==> src/rtl/cook_pkg.sv <==
// Shared types and constants for the cook_timer block.
package cook_pkg;

    typedef enum logic [1:0] {S_IDLE, S_COOK, S_PAUSED, S_DONE} state_t;

    typedef logic [3:0] bcd_t;

    typedef struct packed {
        bcd_t m_tens;
        bcd_t m_units;
        bcd_t s_tens;
        bcd_t s_units;
    } time_t;

    localparam logic [7:0] POWER_MAX = 8'd100;
    localparam int         BEEP_SECS = 3;

    // A set time is usable only as real BCD with seconds below 60 and not 00:00.
    function automatic logic time_valid(time_t t);
        return (t.s_units <= 4'd9) && (t.s_tens <= 4'd5) &&
               (t.m_units <= 4'd9) && (t.m_tens <= 4'd9) && (t != '0);
    endfunction

endpackage

==> src/rtl/bcd_countdown.sv <==
// Four-digit mm:ss BCD decrement with borrow, plus zero detect of the result.
module bcd_countdown
    import cook_pkg::*;
(
    input  time_t i_cur,
    output time_t o_nxt,
    output logic  o_nxt_zero
);

    always_comb begin
        o_nxt = i_cur;
        if (i_cur.s_units != 4'd0) begin
            o_nxt.s_units = i_cur.s_units - 4'd1;
        end else begin
            o_nxt.s_units = 4'd9;
            if (i_cur.s_tens != 4'd0) begin
                o_nxt.s_tens = i_cur.s_tens - 4'd1;
            end else begin
                o_nxt.s_tens = 4'd5;
                if (i_cur.m_units != 4'd0) begin
                    o_nxt.m_units = i_cur.m_units - 4'd1;
                end else begin
                    o_nxt.m_units = 4'd9;
                    o_nxt.m_tens  = i_cur.m_tens - 4'd1;
                end
            end
        end
    end

    assign o_nxt_zero = (o_nxt == '0);

endmodule

==> src/rtl/cook_timer.sv <==
// Microwave cook timer: BCD countdown, power duty window, door interlock.
// Define COOK_BEEP_EN to enable the completion beep.
module cook_timer
    import cook_pkg::*;
#(
    parameter int CLK_HZ   = 4,
    parameter int WINDOW_S = 10
) (
    input  logic       clk,
    input  logic       reset,
    input  logic       start,
    input  logic       pause,
    input  logic       cancel,
    input  logic       door_open,
    input  logic [3:0] in_first_s,
    input  logic [3:0] in_second_s,
    input  logic [3:0] in_first_m,
    input  logic [3:0] in_second_m,
    input  logic [7:0] power_in,
    output logic [3:0] first_s,
    output logic [3:0] second_s,
    output logic [3:0] first_m,
    output logic [3:0] second_m,
    output logic       magnetron_on,
    output logic       running,
    output logic       done,
    output logic       beep,
    output logic       input_err
);

    localparam int PW = $clog2(CLK_HZ);
    localparam int WW = (WINDOW_S > 1) ? $clog2(WINDOW_S) : 1;

    state_t          r_state, w_state_nxt;
    time_t           r_time, w_time_dec, w_time_in;
    logic            w_dec_zero;
    logic [PW-1:0]   r_presc;
    logic [WW-1:0]   r_win;
    logic [7:0]      r_power, w_on_secs;
    logic            r_err;
    logic            w_load, w_clr, w_err, w_run, w_at_tc, w_presc_en, w_mag_q;

    assign w_time_in = {in_second_m, in_first_m, in_second_s, in_first_s};
    assign w_at_tc   = (r_presc == PW'(CLK_HZ - 1));

    bcd_countdown u_cd (
        .i_cur      (r_time),
        .o_nxt      (w_time_dec),
        .o_nxt_zero (w_dec_zero)
    );

    always_ff @(posedge clk or negedge reset) begin
        if (!reset) r_state <= S_IDLE;
        else        r_state <= w_state_nxt;
    end

    // w_run marks a COOK cycle with no control pending: only then time advances.
    always_comb begin
        w_state_nxt = r_state;
        w_load      = 1'b0;
        w_clr       = 1'b0;
        w_err       = 1'b0;
        w_run       = 1'b0;
        if (cancel) begin
            w_state_nxt = S_IDLE;
            w_clr       = 1'b1;
        end else if (door_open) begin
            if (r_state == S_COOK)      w_state_nxt = S_PAUSED;
            else if (r_state == S_DONE) w_state_nxt = S_IDLE;
        end else if (pause) begin
            if (r_state == S_COOK) w_state_nxt = S_PAUSED;
        end else if (start && r_state != S_COOK) begin
            if (r_state == S_PAUSED) begin
                w_state_nxt = S_COOK;
            end else if (time_valid(w_time_in)) begin
                w_state_nxt = S_COOK;
                w_load      = 1'b1;
            end else begin
                w_err = 1'b1;
            end
        end else if (r_state == S_COOK) begin
            w_run = 1'b1;
            if (w_at_tc && w_dec_zero) w_state_nxt = S_DONE;
        end
    end

    always_ff @(posedge clk or negedge reset) begin
        if (!reset) begin
            r_time  <= '0;
            r_power <= '0;
            r_win   <= '0;
            r_err   <= 1'b0;
        end else begin
            r_err <= w_err;
            if (w_clr)                r_time <= '0;
            else if (w_load)          r_time <= w_time_in;
            else if (w_run && w_at_tc) r_time <= w_time_dec;
            if (w_load) r_power <= (power_in > POWER_MAX) ? POWER_MAX : power_in;
            if (w_load)                r_win <= '0;
            else if (w_run && w_at_tc) r_win <= (r_win == WW'(WINDOW_S - 1)) ? '0 : r_win + 1'b1;
        end
    end

    always_ff @(posedge clk or negedge reset) begin
        if (!reset)          r_presc <= '0;
        else if (w_load)     r_presc <= '0;
        else if (w_presc_en) r_presc <= w_at_tc ? '0 : r_presc + 1'b1;
    end

`ifdef COOK_BEEP_EN
    localparam int BW = (BEEP_SECS > 1) ? $clog2(BEEP_SECS) : 1;
    logic          r_beep;
    logic [BW-1:0] r_beep_cnt;
    logic          w_beep_run, w_start_eval;

    assign w_start_eval = start && !cancel && !door_open && !pause;
    assign w_beep_run   = (r_state == S_DONE) && (w_state_nxt == S_DONE) && r_beep;
    assign w_presc_en   = w_run || w_beep_run;

    always_ff @(posedge clk or negedge reset) begin
        if (!reset) begin
            r_beep     <= 1'b0;
            r_beep_cnt <= '0;
        end else if (r_state != S_DONE && w_state_nxt == S_DONE) begin
            r_beep     <= 1'b1;
            r_beep_cnt <= '0;
        end else if (r_state == S_DONE && (w_state_nxt != S_DONE || w_start_eval)) begin
            r_beep <= 1'b0;
        end else if (w_beep_run && w_at_tc) begin
            if (r_beep_cnt == BW'(BEEP_SECS - 1)) r_beep <= 1'b0;
            else                                  r_beep_cnt <= r_beep_cnt + 1'b1;
        end
    end

    assign beep = r_beep;
`else
    assign w_presc_en = w_run;
    assign beep       = 1'b0;
`endif

    assign w_on_secs = r_power / 8'd10;
    assign w_mag_q   = (r_state == S_COOK) && (32'(r_win) < 32'(w_on_secs));

    // Door gate is combinational so heating stops in the cycle the door opens.
    assign magnetron_on = w_mag_q & ~door_open;
    assign running      = (r_state == S_COOK);
    assign done         = (r_state == S_DONE);
    assign input_err    = r_err;
    assign first_s      = r_time.s_units;
    assign second_s     = r_time.s_tens;
    assign first_m      = r_time.m_units;
    assign second_m     = r_time.m_tens;

endmodule

==> config.mk <==
export PLATFORM = sky130hd
export DESIGN_NAME = cook_timer
export DESIGN_NICKNAME = d
export VERILOG_FILES = /design/src/rtl/cook_pkg.sv /design/src/rtl/bcd_countdown.sv /design/src/rtl/cook_timer.sv
export SDC_FILE = /design/constraint.sdc
export NUM_CORES = 1
export LEC_CHECK = 0
export CORE_MARGIN = 5
export CORE_UTILIZATION = 50
export CTS_CLUSTER_SIZE = 25
export DETAILED_ROUTE_END_ITERATION = 12
export PLACE_DENSITY = 0.79
export SLEW_MARGIN = 20
export SYNTH_ARGS = -nofsm -noshare
export SYNTH_HDL_FRONTEND = slang
export SYNTH_SLANG_ARGS = --single-unit
==> constraint.sdc <==
create_clock -name clk -period 4.31 [get_ports clk]
set_clock_uncertainty 0.1 [all_clocks]
set_input_delay 1.0775 -clock clk [delete_from_list [all_inputs] [get_ports clk]]
set_output_delay 1.0775 -clock clk [all_outputs]
set_load 0.03 [all_outputs]
# --- Yosys cells after proc, flatten, opt, wreduce, memory -nomap -nowiden ---
# Index checks and enable logic that the tools add are counted.
totals:
  ff_bits: 33
  output_inout_bits: 21
op_classes:
  n_addsub: 6
  n_div: 1
  n_lt_le_gt_ge: 6
  n_eq_ne: 9
  mux: 45
  bitwise_logic: 2
  reduce_logical: 19
ops:
  columns: ["cell", "n"]
  rows:
  - ["$mux 16", 3]
  - ["$mux 2", 14]
  - ["$mux 4", 7]
  - ["$mux 1", 18]
  - ["$logic_not 16->1", 1]
  - ["$mux 8", 2]
  - ["$reduce_bool 16->1", 1]
  - ["$reduce_bool 4->1", 4]
  - ["$sub 4x1->4 const B", 4]
  - ["$le 4x4->1 const B", 3]
  - ["$mux 12", 1]
  - ["$div 8x4->8 const B", 1]
  - ["$gt 8x7->1 const B", 1]
  - ["$logic_and 1x1->1", 8]
  - ["$lt 4x8->1", 1]
  - ["$eq 2x2->1 const B", 3]
  - ["$ne 6x4->1 const B", 1]
  - ["$reduce_and 5->1", 1]
  - ["$reduce_bool 5->1", 1]
  - ["$add 4x1->4 const B", 1]
  - ["$eq 4x4->1 const B", 1]
  - ["$le 4x3->1 const B", 1]
  - ["$ne 4x1->1 const B", 1]
  - ["$ne 4x2->1 const B", 1]
  - ["7 further kinds", 8]

# --- Logic depth before layout (Yosys ltp) ---
# Gate-level depths: netlist (run 1).
logic_depth:
  depth_word: 13
  depth_mapped: 14
  ltp_nobuf: 14

# --- Cells and area by module ---
# From an unflattened synthesis (run 1), not the netlist that was laid out.
hier_totals:
  cells_unflattened: 299
  area_unflattened_um2: 2493.6
by_module_without_submodules:
  columns: ["mod", "n_inst", "cells_each", "area_each_um2", "seq_area_each_um2"]
  rows:
  - ["cook_timer", 1, 247, 2143.3, 800.8]
  - ["bcd_countdown", 1, 52, 350.3, 0.0]

# --- Least setup slack after synthesis (run 1) ---
# No wires, ideal clock.
synth_timing:
  kind: "register to output"
  from: "register r_power[6]"
  to: "output port magnetron_on"
  arrival_time_ps: 3204
  required_time_ps: 3133
  path_slack_ps: -72
  path_stages_with_launch: 14
  n_path_buf: 0
  cell_sequence: "dfrtp_1 inv_1 ha_1 or3b_2 a31oi_1 nor3_1 a211oi_1 ha_1 a21o_1 a21oi_1 nor2b_1 o21ai_0 nand3b_1 a31oi_1"
synth_via:
  elab_chain_len: 4
synth_lines:
  columns: ["element", "line_no", "text"]
  rows:
  - ["start, declared", "cook_timer.sv:39", "logic [7:0] r_power, w_on_secs;"]
  - ["start signal, assigned", "cook_timer.sv:98", "if (w_load) r_power <= (power_in > POWER_MAX) ? POWER_MAX : power_in;"]
  - ["$div 8x4->8", "cook_timer.sv:141", "assign w_on_secs = r_power / 8'd10;"]
  - ["$lt 4x8->1", "cook_timer.sv:142", "assign w_mag_q = (r_state == S_COOK) && (32'(r_win) < 32'(w_on_secs));"]
  - ["$logic_and 1x1->1", "cook_timer.sv:142", null]
  - ["$and 1x1->1", "cook_timer.sv:145", "assign magnetron_on = w_mag_q & ~door_open;"]
  - ["end, declared", "cook_timer.sv:24", "output logic magnetron_on,"]
# Every way passes these cells.

# --- Worst setup path after layout (run 1) ---
# Same ends and word-level chain as after synthesis.

==> results of run 1 <==
[worst paths after layout]
kind	startpoint	end	slack, ns	cells past startpoint
worst max-delay path	r_power[6]	magnetron_on	0.09	14
worst max register to register	first_s[1]	second_m[2]	2.03	6
max in group asynchronous	reset	r_power[4]	2.69	2
worst min register to register	r_presc[0]	r_presc[0]	0.41	1
worst min-delay path	r_presc[0]	r_presc[0]	0.41	1
min in group asynchronous	reset	first_m[0]	1.09	2
[final cells by class]
class,count,area share (%)
tap,52,2.11
timing repair buffer,62,19.3
sequential,32,26.0
clock inverter,2,0.325
multi-input combinational,217,48.4
inverter,10,1.22
clock buffer,6,2.68
[power by group through the flow]
| stage | Clock [W] | Combinational, W | Sequential, W |
|---|---|---|---|
| final | 0.000241 | 0.000236 | 0.000325 |
| after global routing | 0.000260 | 0.000255 | 0.000327 |
| after CTS | 0.000245 | 0.000217 | 0.000324 |
| after detailed placement | 0 | 0.000183 | 0.000328 |
| after global placement | 0 | 0.000178 | 0.000328 |
| after floorplan | 0 | 0.000110 | 0.000330 |
[sequential cells by signal (all words and copies together), names as in the netlist]
name	count
r_power	7
first_m	4
first_s	4
r_win	4
second_m	4
second_s	4
r_presc	2
r_state	2
input_err	1
[worst max-delay path, delay by kind of cell (launching register included)]
family,cells,cell delay (ns)
DFF,1,0.39
AOI/OAI and AO/OA,5,0.82
and+or+nand+nor,2,0.51
adders and majority gates,2,0.45
buffers and inverters,5,0.59
[routing by layer]
layer	wire length, um	vias to the layer above
li1	-	1118
met1	2780	1122
met2	3380	60
met3	247	14
met4	140	0
met5	0	-
[through the flow]
stage	instance area (um2)	hold slack [ns]	cells	total power, W	setup TNS (ns)
2_1_floorplan	2330	0.357	271	0.000440	0
3_3_place_gp	2870	0.384	367	0.000506	0
3_5_place_dp	2870	0.397	367	0.000511	0
4_1_cts	3040	0.410	379	0.000785	0
5_1_grt	3080	0.424	381	0.000842	-0.0943
6_report	3080	0.410	381	0.000802	0
[logic make-up (layout without fill, tap and decap cells)]
group                      after synthesis  count (layout)
AOI/OAI and AO/OA                       80              80
buffers and inverters                   22              80
xor gates and xnor gates                10              10
and+or+nand+nor                        112             112
adders and majority gates                9               9
DFF                                     32              32
other                                    1               1
muxes                                    5               5
[placed cells by master, fill, tap and decap left out, types with 6 or more instances in the layout]
cell,instances
clkdlybuf4s50_1,48
nor2_1,38
dfrtp_1,31
o21ai_0,20
nand2_1,18
a21oi_1,17
buf_4,12
xnor2_1,9
inv_1,8
nor3_1,8
a211oi_1,7
ha_1,7
clkbuf_8,6
[timing repair]
action                                  4_1_cts  5_1_grt
buffers inserted                              4        2
gates resized for setup                      10        7
gates cloned                                  0        0
endpoints found under the setup margin        1        1
pin swaps                                     6        8
==> flow_summary.toml, run 1 <==
[run_status]
outcome = "finished, final reports clean"

[setup_path]
arrival_ns = 3.04
worstPathCellList = "inv_2 -> ha_4 -> a21oi_1 -> or3b_4 -> a31oi_4 -> buf_4 -> a211oi_2 -> ha_1 -> buf_4 -> buf_4 -> nand4_1 -> a311oi_1 -> a31oi_2 -> buf_6"
worstSetupStartpointType = "register"
crit_type = "register to output port"
crit_path_frequent_cell = "buf_4"
cp_max_fo = 3
cp_slowest_cell = "or3b_4"
cp_data_required_time_ns = 3.13
end_kind = "output port"
worst_path_largest_cell_delay_ns = 0.41

[power]
swShare_pct = 30.7
switchingPower_w = 0.000246
clkPwrFrac_pct = 30.1
leakage_nw = 1.25
max-vdd-ir-drop_v = 0.000149
pwr_density_cell_nw_per_um2 = 260
seq_power_share_pct = 40.5
power.internal_w = 0.000556
comb_power_share_pct = 29.4

[clock_network]
cts_tree = "built"
clock_path_buffers = 2
path_clk_slew_ns = 0.07
hold_buffers = 0
clock_sinks = 32
clkLatencyLatePin_ns = 0.29
root_buffer = "clkbuf_8"
numCtsBuffers = 5
htree_levels = 2

[placement]
port_buffers = 49
gp_congestion = 0.916
pre_cts_ws_ns = 0.00201
dp_hpwl_um = 4740

[hold_path]
hold_path_class = "register to register"

[synth]
yosysMostFrequentCell = "nor2_1"
synth-main-ff-cell = "dfrtp_1"
syn_inst = 271
synth_edf_count = 0
synth.area.mux_share_pct = 2.21
synth_nets = 309
yosysTopAreaCell = "dfrtp_1"
syn-cell-area_um2 = 2330
synth_top_family_by_area = "simple AND/OR/NAND/NOR gates"
synth_fa_ha_area_share_pct = 4.73
synthSimpleGateAreaFrac_pct = 27.1
synth_compound_area_share_pct = 23.2
ys_warn_count = 0
synth_area_leaders = "dfrtp_1 34%, nor2_1 6.1%, o21ai_0 4.5%"
netlist_top_cells_count = "38 x nor2_1, 32 x dfrtp_1, 21 x o21ai_0, 19 x a21oi_1, 19 x nand2_1"
synth.distinct_cells = 59
ys_ff_latch = 32
synth-xor-area-share_pct = 3.77
postSynthAreaPerCell_um2 = 8.58
ys_seq_area_share_pct = 34.4
synth_top_area_share_pct = 34.4
async_flop_share_pct = 100

[grt]
grt_max_degree = 33
use_met3_pct = 3.78
grtUsageTotal_pct = 22.1
overflow = 0
grt_pass1_wl_um = 11000
grt_antenna_before_repair = 0
grt_use_met1_pct = 27.3
grt_pass1_vias = 2351
grt.busiest_layer = "met2"
grtUsageMet2_pct = 38.0

[drt]
drtIter0Drc = 122
drt_pass1_iterations = 4
route.antenna.remaining_nets = 0
post_drt_wl_per_cell_um = 17.2
wirelength_um = 6550
viasPerCell = 6.07
drcViolationCount = 0
vias = 2314

[finish]
syn2layout_area_growth_pct = 32.4
fin_nets = 366
utilization_pct = 69.3
register_area_um2 = 802
fill_cells = 374
drive_gt1_share_pct = 15.5
antenna_cells = 0
multi_input_area_um2 = 1490

[job]
drv_cap = 0

[die]
die_w_um = 78.2
dieArea_um2 = 6120
row_count = 24
core_um2 = 4440
die_y_um = 78.2
initial_core_util_pct = 52.3
pin_count = 51

[timing]
max_freq_ghz = 0.237
hold_viol = 0
finalMaxSlewViolations = 0
fin_crit_ns = 4.22
fin_crit_sh_pct = 97.9
relSlewSlack_pct = 62.8
report.final.setup_viol = 0
worstMarginPinSlew_ns = 0.555
fin_ws_ns = 0.0901
rsz0062_at_grt = "true"
Power figures use the tool's default switching activity.
==> inputs of run 2 (changes only) <==
- SKIP_CTS_REPAIR_TIMING: not set -> 1
==> run 2 against run 1 <==
  * The run now ends with setup timing left
  * First-iteration DRC count shrank 4.1%
  * Routed wire length fell by 0.89%
  * Via count is 0.30% lower
  * Cell area decreased by 0.61%
  * Critical path depth is 1 higher
  * Critical path type unchanged
  * Critical endpoint unchanged
  * Largest cell class unchanged
==> flow_summary.toml, run 2 (synthesized netlist as in run 1, its figures left out) <==
[finish]
utilization_pct = 68.9
fin_nets = 365
syn2layout_area_growth_pct = 31.6
top_register = "r_power"
drive_gt1_share_pct = 14.3
final_cells = 380
antenna_cells = 0
final_cell_mix = "48 x clkdlybuf4s50_1, 38 x nor2_1, 32 x dfrtp_1"
final_common_cell = "clkdlybuf4s50_1"
largest_reg_flops = 7

[timing]
relSlewSlack_pct = 61.5
worstMarginPinSlew_ns = 0.573
max_freq_ghz = 0.231
fin_crit_sh_pct = 100
rsz0062_at_grt = "true"
report.final.setup_viol = 1
hold_viol = 0
fin_crit_ns = 4.32
fin_ws_ns = -0.0149
finalMaxSlewViolations = 0

[power]
max-vdd-ir-drop_v = 0.000149
leakage_nw = 1.25
pwr_density_cell_nw_per_um2 = 257

[run_status]
outcome = "complete, but fails checks"
failed_checks = "setup timing"

[drt]
drcViolationCount = 0
route.antenna.remaining_nets = 0
post_drt_wl_per_cell_um = 17.1
drtIter0Drc = 117
vias = 2307
drt_pass1_iterations = 5
wirelength_um = 6490
viasPerCell = 6.07

[clock_network]
clkLatencyLatePin_ns = 0.29
clock_path_buffers = 2
clock_sinks = 32
htree_levels = 2
path_clk_slew_ns = 0.07
root_buffer = "clkbuf_8"
numCtsBuffers = 5
cts_tree = "built"

[setup_path]
cp_max_fo = 5
arrival_ns = 3.15
crit_start = "r_power[6]"
cp_data_required_time_ns = 3.13
r2r_start = "first_s[1]"
end_kind = "output port"
worstSetupStartpointType = "register"
crit_type = "register to output port"

[die]
core_um2 = 4440
die_w_um = 78.2
initial_core_util_pct = 52.3
row_count = 24
die_y_um = 78.2
dieArea_um2 = 6120
pin_count = 51

[grt]
grt_max_degree = 33
overflow = 0
grt_antenna_before_repair = 0
grt_pass1_vias = 2276
grtUsageTotal_pct = 21.5
grt_pass1_wl_um = 10700

[hold_path]
hold_path_class = "register to register"
min_from = "r_presc[0]"

[placement]
placed_cells = 367
dp_hpwl_um = 4740
gp_congestion = 0.916
port_buffers = 49

[job]
drv_cap = 0
==> run 2: cell types whose count changed in the layout (fill, tap and decap cells not counted) <==
cell	previous run	this run
nand2_2	1	0
o21bai_2	1	0
dfrtp_2	1	0
o21bai_1	0	1
buf_6	2	1
nand2_1	18	19
dfrtp_1	31	32
==> run 2: final cells by class <==
cell class	instances	area (um2)
multi-input cells	217	1480
clock inverters	2	10.0
inverters	10	37.5
repair buffers	61	582
flip-flops and latches	32	801
clock buffers	6	82.6
fillers	380	1380
well taps	52	65.1
==> run 2: per-layer routing <==
metal  GRT usage [%]  up-vias  part of all wire, %
li1                -     1114                    -
met5               0        -                    0
met4            8.57        0                  1.8
met3            3.78       12                  3.1
met1            26.8     1114                   42
met2            37.1       67                   53
==> run 2: worst max-delay path, stage by stage, from the launching register on <==
cell and delay (ns):
dfrtp_1 0.40, inv_2 0.11, ha_4 0.23, nand2b_4 0.07, a21oi_2 0.05, a211o_1 0.30
maj3_2 0.32, a211oi_2 0.18, ha_1 0.27, a21o_1 0.17, a21oi_2 0.12, nor2b_1 0.06
o21ai_1 0.13, nand3b_1 0.11, a31oi_2 0.18, buf_6 0.15
==> run 2: where the power goes <==
part | leakage (nW) | switching (W) | internal (W) | total, W
logic | 0.758 | 0.000113 | 0.000109 | 0.000222
registers | 0.439 | 0.0000143 | 0.000310 | 0.000324
clock network | 0.0510 | 0.000114 | 0.000127 | 0.000241
==> run 2: metrics by stage <==
| step | hold WS [ns] | setup TNS (ns) | setup slack [ns] | power [W] | instance area (um2) |
|---|---|---|---|---|---|
| floorplan | 0.357 | 0 | 0.0711 | 0.000440 | 2330 |
| global placement | 0.384 | 0 | 0.135 | 0.000506 | 2870 |
| detailed placement | 0.397 | 0 | 0.00201 | 0.000511 | 2870 |
| CTS | 0.410 | -0.322 | -0.322 | 0.000752 | 2960 |
| global route | 0.424 | -0.205 | -0.205 | 0.000829 | 3060 |
| finish | 0.410 | -0.0149 | -0.0149 | 0.000788 | 3060 |
==> run 2: worst paths after layout <==
path,end,slack [ns],cells past startpoint
worst max-delay path,magnetron_on,-0.01,15
worst min register to register,r_presc[0],0.41,1
min in group asynchronous,first_m[0],1.09,2
worst max register to register,second_m[2],2.02,6
worst min-delay path,r_presc[0],0.41,1
max in group asynchronous,r_state[1],2.71,2
==> inputs of run 3 (changes only) <==
- CAP_MARGIN: not set -> 20
- CORE_UTILIZATION: 50 -> 51
- GPL_TIMING_DRIVEN: not set -> 0
- PLACE_DENSITY: 0.79 -> 0.8
==> run 3 against run 2 <==
  * Highest routed layer unchanged
  * Cell area increased by 0.29%
  * The run still ends with setup timing left
  * Non-clock buffer count increased by 6
  * Setup slack worse by 0.035 ns
  * Sequential cell count stayed put
  * Maximum frequency decreased by 0.79%
  * Largest power group unchanged
  * Critical path depth down 1
  * Hold slack worse by 0.00086 ns
  * Die area shrank 1.7%
==> flow_summary.toml, run 3 (synthesized netlist as in run 1, its figures left out) <==
[setup_path]
worstPathCellList = "inv_4 -> ha_4 -> or3b_2 -> a31oi_4 -> nor3_1 -> a211oi_2 -> ha_1 -> a21o_1 -> a21oi_2 -> nor2b_1 -> o21ai_1 -> nand3b_1 -> a31oi_2 -> buf_6"
worstSetupStartpointType = "register"
crit_start = "r_power[6]"
cp_slowest_cell = "or3b_2"
crit_type = "register to output port"
arrival_ns = 3.18
r2r_start = "first_s[1]"
cp_max_fo = 5
rrSetupSlack_ns = 1.97
end_kind = "output port"
reg2reg_depth = 6
reg2reg_to = "first_m[0]"
crit_end = "magnetron_on"
cp_data_required_time_ns = 3.13
worst_path_largest_cell_delay_ns = 0.52

[power]
comb_power_share_pct = 29.3
pwr_density_cell_nw_per_um2 = 249
clkPwrFrac_pct = 28.2
swShare_pct = 30.4
seq_power_share_pct = 42.5
switchingPower_w = 0.000233
max-vdd-ir-drop_v = 0.000142
power.internal_w = 0.000533
leakage_nw = 1.25

[clock_network]
clock_sinks = 32
root_buffer = "clkbuf_8"
clkLatencyLatePin_ns = 0.28
cts_tree = "built"
path_clk_slew_ns = 0.06
clock_path_buffers = 2
htree_levels = 2
numCtsBuffers = 5

[die]
row_count = 24
die_y_um = 77.5
dieArea_um2 = 6010
die_w_um = 77.5
initial_core_util_pct = 53.1
pin_count = 51
core_um2 = 4380

[drt]
route.antenna.remaining_nets = 0
drtIter0Drc = 79
wirelength_um = 6290
drcViolationCount = 0
vias = 2293
post_drt_wl_per_cell_um = 16.3
drt_pass1_iterations = 4
viasPerCell = 5.96

[finish]
syn2layout_area_growth_pct = 32.0
fin_nets = 371
final_cell_mix = "46 x clkdlybuf4s50_1, 38 x nor2_1, 30 x dfrtp_1"
fill_cells = 359
largest_reg_flops = 7
drive_gt1_share_pct = 15.3
utilization_pct = 70.0
top_register = "r_power"
antenna_cells = 0
final_common_cell = "clkdlybuf4s50_1"

[timing]
finalMaxSlewViolations = 0
max_freq_ghz = 0.229
relSlewSlack_pct = 52.6
fin_tns_setup_ns = -0.0494
fin_crit_sh_pct = 101
hold_viol = 0
rsz0062_at_grt = "true"
fin_crit_ns = 4.36
fin_ws_ns = -0.0494
worstMarginPinSlew_ns = 0.710
report.final.setup_viol = 1

[job]
drv_cap = 0

[grt]
grt_pass1_vias = 2277
grt_antenna_before_repair = 0
grt_pass1_wl_um = 10400
grtUsageTotal_pct = 21.0
grt_max_degree = 33
overflow = 0

[placement]
port_buffers = 48
dp_hpwl_um = 4670
gp_congestion = 0.817

[hold_path]
hold_path_class = "register to register"

[run_status]
failed_checks = "setup timing"
outcome = "complete, but fails checks"
[run 3: cell count changes in the layout (fill, tap and decap cells not counted), moves of 2 or more]
cell	before	now
buf_2	0	5
clkbuf_1	0	5
buf_4	12	9
buf_6	1	3
clkdlybuf4s50_1	48	46
dfrtp_1	32	30
dfrtp_2	0	2
[run 3: worst min path at each step]
stage,startpoint,to,slack [ns],cells after the start
5_1_grt,r_presc[0],r_presc[0],0.44,1
3_5_place_dp,r_presc[0],r_presc[0],0.39,1
2_1_floorplan,r_presc[0],r_presc[0],0.36,1
6_report,r_presc[0],r_presc[0],0.41,1
4_1_cts,r_presc[0],r_presc[0],0.40,1
3_3_place_gp,r_presc[0],r_presc[0],0.38,1
[run 3: critical path, delay by kind of cell, from the launching register on]
family	cells	cell delay (ns)
adders and majority gates	2	0.49
AOI/OAI and AO/OA	6	0.96
buffers and inverters	2	0.23
and+or+nand+nor	4	0.78
DFF	1	0.42
[run 3: layout make-up]
type	instances	area, um2	area share (%)
clock inverters	1	5.00	0.163
flip-flops and latches	32	803	26.2
well taps	52	65.1	2.12
clock buffers	6	72.6	2.36
plain buffers	11	65.1	2.12
inverters	10	40.0	1.30
repair buffers	56	537	17.5
multi-input cells	217	1480	48.3
[run 3: power groups by stage]
stage	combinational [W]	clock (W)	sequential, W
detailed placement	0.000175	0	0.000330
finish	0.000224	0.000216	0.000325
floorplan	0.000110	0	0.000330
global placement	0.000172	0	0.000330
CTS	0.000176	0.000223	0.000325
global route	0.000248	0.000235	0.000328
[run 3: stage by stage]
step / hold slack (ns) / setup slack [ns] / cell area (um2) / std cells / power, W
6_report: 0.409 / -0.0494 / 3070 / 385 / 0.000766
5_1_grt: 0.435 / -0.234 / 3070 / 385 / 0.000812
4_1_cts: 0.403 / -1.08 / 2960 / 378 / 0.000724
3_5_place_dp: 0.392 / -0.756 / 2880 / 371 / 0.000505
3_3_place_gp: 0.382 / -0.699 / 2880 / 371 / 0.000501
2_1_floorplan: 0.357 / 0.0711 / 2330 / 271 / 0.000440
[run 3: routing by layer]
layer / vias to the layer above / wire length [um] / GRT usage (%)
li1: 1126 / - / -
met5: - / 0 / 0
met1: 1103 / 2690 / 26.1
met2: 56 / 3280 / 36.4
met4: 0 / 78 / 8.08
met3: 8 / 238 / 3.59
